$ cat src/rtl/line_burst_reader.sv
// line_burst_reader: walks consecutive array sets, captures each line and streams it out as beats.
module line_burst_reader #(
  parameter int s_index    = 3,
  parameter int width      = 256,
  parameter int beat_width = 64
) (
  input  logic                  clk,
  input  logic                  rst_n,
  input  logic                  start,
  input  logic [s_index-1:0]    start_index,
  input  logic [s_index:0]      num_lines,
  output logic                  arr_read,
  output logic [s_index-1:0]    arr_rindex,
  input  logic [width-1:0]      arr_dataout,
  output logic [beat_width-1:0] burst_data,
  output logic                  burst_valid,
  input  logic                  burst_ready,
  output logic                  burst_last,
  output logic                  busy,
  output logic                  done
);
  localparam int beats = width / beat_width;
  localparam int bw = beats > 1 ? $clog2(beats) : 1;
  localparam logic [bw-1:0] last_beat = bw'(beats - 1);
  localparam logic [2:0] IDLE = 3'd0, FETCH = 3'd1, CAPTURE = 3'd2, SEND = 3'd3, DONE = 3'd4;
  logic [2:0] state;
  logic [s_index-1:0] index;
  logic [s_index:0] remaining;
  logic [bw-1:0] beat;
  logic [beats-1:0][beat_width-1:0] line_q;
  logic last;
  always_comb begin
    last = beat == last_beat;
    arr_read = state == FETCH;
    arr_rindex = index;
    burst_valid = state == SEND;
    burst_last = burst_valid && last;
    burst_data = burst_valid ? line_q[beat] : '0;
    busy = state != IDLE;
    done = state == DONE;
  end
  always_ff @(posedge clk) begin
    if (!rst_n) begin
      state <= IDLE;
      index <= '0;
      remaining <= '0;
      beat <= '0;
      line_q <= '0;
    end else begin
      case (state)
        IDLE: if (start) begin
          index <= start_index;
          remaining <= num_lines;
          state <= num_lines == '0 ? DONE : FETCH;
        end
        FETCH: state <= CAPTURE;
        CAPTURE: begin
          line_q <= arr_dataout;
          beat <= '0;
          state <= SEND;
        end
        SEND: if (burst_ready) begin
          if (last) begin
            remaining <= remaining - 1'b1;
            index <= index + 1'b1;
            state <= remaining == 1 ? DONE : FETCH;
          end else begin
            beat <= beat + 1'b1;
          end
        end
        DONE: state <= IDLE;
        default: state <= IDLE;
      endcase
    end
  end
endmodule

$ cat config.mk
export PLATFORM = sky130hd
export DESIGN_NAME = line_burst_reader
export DESIGN_NICKNAME = d
export VERILOG_FILES = /design/src/rtl/line_burst_reader.sv
export SDC_FILE = /design/constraint.sdc
export NUM_CORES = 1
export LEC_CHECK = 0
export CORE_ASPECT_RATIO = 1.5
export CORE_UTILIZATION = 35
export DETAILED_ROUTE_END_ITERATION = 6
export GPL_TIMING_DRIVEN = 0
export SKIP_CTS_REPAIR_TIMING = 1
export SLEW_MARGIN = 20
export SYNTH_ARGS = -nofsm -noshare
export SYNTH_HDL_FRONTEND = slang
export SYNTH_SLANG_ARGS = --single-unit
$ cat constraint.sdc
create_clock -name clk -period 4.2 [get_ports clk]
set_clock_uncertainty 0.1 [all_clocks]
set_input_delay 0.84 -clock clk [delete_from_list [all_inputs] [get_ports clk]]
set_output_delay 0.84 -clock clk [all_outputs]
set_load 0.01 [all_outputs]
==> results.txt <==
* Power density relative to cell area: 397.5 mW/mm^2
* Effective utilization at floorplan: 0.3553
* Class of the worst hold path: flip-flop to flip-flop
* Clock edge transition at the registers on the reported setup and hold paths: 0.07 ns
* Crit. End Element: output pin
- The number of global-route vias before repair is 10.85k.
* Synth async-reset ratio: 0
* Setup repair after global routing missed its margin: false
- Cell count after synthesis: 1351
- The share of total power dissipated in sequential elements is 0.444.
- Met1 global-route usage: 0.2703
- Summing internal, switching and leakage power gives 6491 uW.
- Clock tree from TritonCTS: built
- Met3 usage: 0.03306
- Worst slew margin relative to its limit: 0.4215
- In this run, the number of DRC markers left after iteration 0 of detailed routing was 478.
* Synth Register Bits: 268
- With fillers left out, the area of the finished cells amounts to 0.01633 sq mm.
- Global route hottest layer: met2
- Clock network fraction of design power: 0.366
- Die span in x: 150.4 um
- Measured along the y axis, the die boundary spans 224.6 um.
- Total cell area at the placement stage: 0.01546 sq mm
* Global-route usage over all layers: 0.2386
* Largest net degree at the start of global routing: 15
* Minimum clock period after layout: 3.935 ns
- Met2 usage in global routing: 0.4463
- In this run the clock root is driven by a clkbuf_16.
- Layout cell share with drive strength beyond 1: 0.09159
- The routed design has 40780 um of wire.
- CP Data Arrival Time: 2.99 ns
- First-pass GRT wire length: 60920 um
- Site row count: 81
* Max capacitance violation total: 0
- After detailed routing, the number of remaining DRC violations is 0.
- Number of filler cells placed in the layout: 3144
- Routability-driven placement finished with a final weighted congestion of 0.8394.
- Worst supply voltage drop on vdd: 0.0003042 V
- Post-synth EDFFs: 0
- Input and output buffers added on the ports amount to 338.
* Switching Share: 0.2735
- Setup violations remaining at the end of the flow were counted as 0.
- Flip-flop cell with the highest count after synthesis: dfxtp_1
* Placed wire-length estimate after detailed placement: 30910 um
- Wirelength per Cell: 18.94 um
- Leakage: 0.005665 uW
- The first detailed-routing pass took 6 iterations.
- Number of vias per cell after detailed routing: 4.947
- Counting every net in the synthesized netlist gives 1622.
- In this run the worst path has a maximum fanout of 10.
* Mapped Area: 0.01156 sq mm
* Floorplan die area: 0.03377 sq mm
- Netlist cell types: 43
* Internal Pwr Total: 4716 uW
- Number of hold violations in the final report: 0
- The detail route stage leaves a number of antenna-violating nets equal to 0.
- The final count of pins violating max slew came to 0.
- Initial antenna violation count: 4
- In this run the number of H-tree levels came out at 1.
* # IOs: 339
- Run status: finished clean
* Slew at the pin closest to its max-slew limit: 0.8677 ns
* Total via count after detailed routing: 10.65k
- Final layout net count: 1988
* Setup crit start kind: flip-flop
- Setup total negative slack on the finished layout was measured at 0 ns.
- Register area share after synthesis: 0.4642
- Maximum clock insertion buffer count: 3
- Global routing finished with a remaining overflow of 0.
- The later pin in the worst-skew pair is clocked with a latency of 0.53 ns.
* Total clock buffers created by CTS: 26
- Net switching power: 1775 uW
* Setup CP Type: flip-flop to output pin
* Avg Synthesized Cell Area: 8.556 sq um
* Combinational cell fraction of total power: 0.190
* Total number of yosys warnings: 0
- Dividing the final minimum period by the clock period gives 0.9368.
* TritonCTS sink count: 268
- For this run, the top clock speed supported by timing is 0.2541 GHz.
* Req. time, crit path: 3.26 ns
- The total area inside the core boundary comes to 0.03253 sq mm.
- Synth-to-layout area growth: 41.30%
[metrics by stage]
| stage | hold slack [ns] | util | instances | setup slack [ns] |
|---|---|---|---|---|
| 5_1_grt | 0.3661 | 0.5020 | 2153 | 0.1469 |
| 3_5_place_dp | 0.3449 | 0.4753 | 2104 | 0.4918 |
| 6_report | 0.3515 | 0.5020 | 2153 | 0.2653 |
| 3_3_place_gp | 0.3389 | 0.4753 | 2104 | 0.4833 |
| 2_1_floorplan | 0.3319 | - | 1351 | 1.730 |
| 4_1_cts | 0.3540 | 0.5019 | 2151 | 0.2157 |
[synth_stat cells (4+ instances only)]
library cell  count  area, sq um
mux4_2           64         1441
ha_1              4        50.05
nand2_1         519         1948
inv_1             4        15.01
and2_1           68        425.4
buf_2            22        110.1
nor2_1           10        37.54
a21oi_1         214         1071
o21ai_0           5        25.02
a21boi_1         30        225.2
buf_1            10        37.54
dfxtp_1         268         5365
a21boi_0         18        135.1
clkbuf_1         57        214.0
buf_4            21        157.7
[kinds of logic (layout without fill, tap and decap cells)]
family	after synthesis	count (layout)	share of synthesized area
flip-flops	268	268	0.4642
multiplexers	65	65	0.1257
other	0	2	0
AND/OR/NAND/NOR	617	617	0.2216
adder cells (fa/ha/maj)	4	4	0.004330
AO/OA/AOI/OAI	281	281	0.1367
buffers and inverters	116	501	0.04752
[registers in the layout (all words and copies together) (netlist names)]
register	count
remaining	4
beat	2
line_q	256
arr_rindex	3
state	3
[critical path, stage by stage (launching register included)]
cell	delay, ns
dfxtp_1	0.40
buf_4	0.27
buf_2	0.37
buf_2	0.36
mux4_2	0.34
and2_1	0.21
clkdlybuf4s50_1	0.49
[final timing paths]
check / startpoint / end / slack [ns] / cells after the start
max: beat[1]$_SDFFE_PN0P_ / burst_data[16] / 0.27 / 6
min: line_q[208]$_SDFFE_PN0N_ / line_q[208]$_SDFFE_PN0N_ / 0.35 / 2
max reg2reg: state[2]$_SDFFE_PN0P_ / line_q[173]$_SDFFE_PN0N_ / 2.02 / 7
min reg2reg: line_q[208]$_SDFFE_PN0N_ / line_q[208]$_SDFFE_PN0N_ / 0.35 / 2
[final cells by class]
| class | count | area (sq um) | share of cell area |
|---|---|---|---|
| clock buffers | 42 | 812.0 | 0.04972 |
| plain buffers | 111 | 530.5 | 0.03248 |
| multi-input cells | 967 | 5644 | 0.3456 |
| diodes | 2 | 5.005 | 0.0003064 |
| inverters | 5 | 18.77 | 0.001149 |
| flip-flops and latches | 268 | 5365 | 0.3285 |
| well taps | 415 | 519.2 | 0.03179 |
| clock inverters | 5 | 53.80 | 0.003294 |
| repair buffers | 338 | 3383 | 0.2072 |
[power groups by stage]
stage | Combinational, uW | Clock (uW) | Sequential, uW
floorplan | 675 | 0 | 2900
global placement | 1230 | 0 | 2930
detailed placement | 1240 | 0 | 2940
CTS | 1240 | 2420 | 2880
global route | 1360 | 2520 | 2900
finish | 1230 | 2380 | 2880
[placed cells by master (no fill, tap or decap), types with 10 or more instances in the layout]
cell type,netlist,routed
nand2_1,519,519
a21boi_1,30,30
a21oi_1,214,214
buf_1,10,10
dfxtp_1,268,268
mux4_2,64,64
buf_2,22,22
buf_4,21,21
a21boi_0,18,18
nor2_1,10,10
clkbuf_1,57,64
clkbuf_16,0,27
clkdlybuf4s50_1,0,338
and2_1,68,68
[layer usage]
layer / wire length [um] / part of all wire
met3: 2146 / 0.053
met5: 22 / 0.00054
met1: 15530 / 0.38
met4: 1273 / 0.031
met2: 21800 / 0.53
Power figures use the tool's default switching activity.
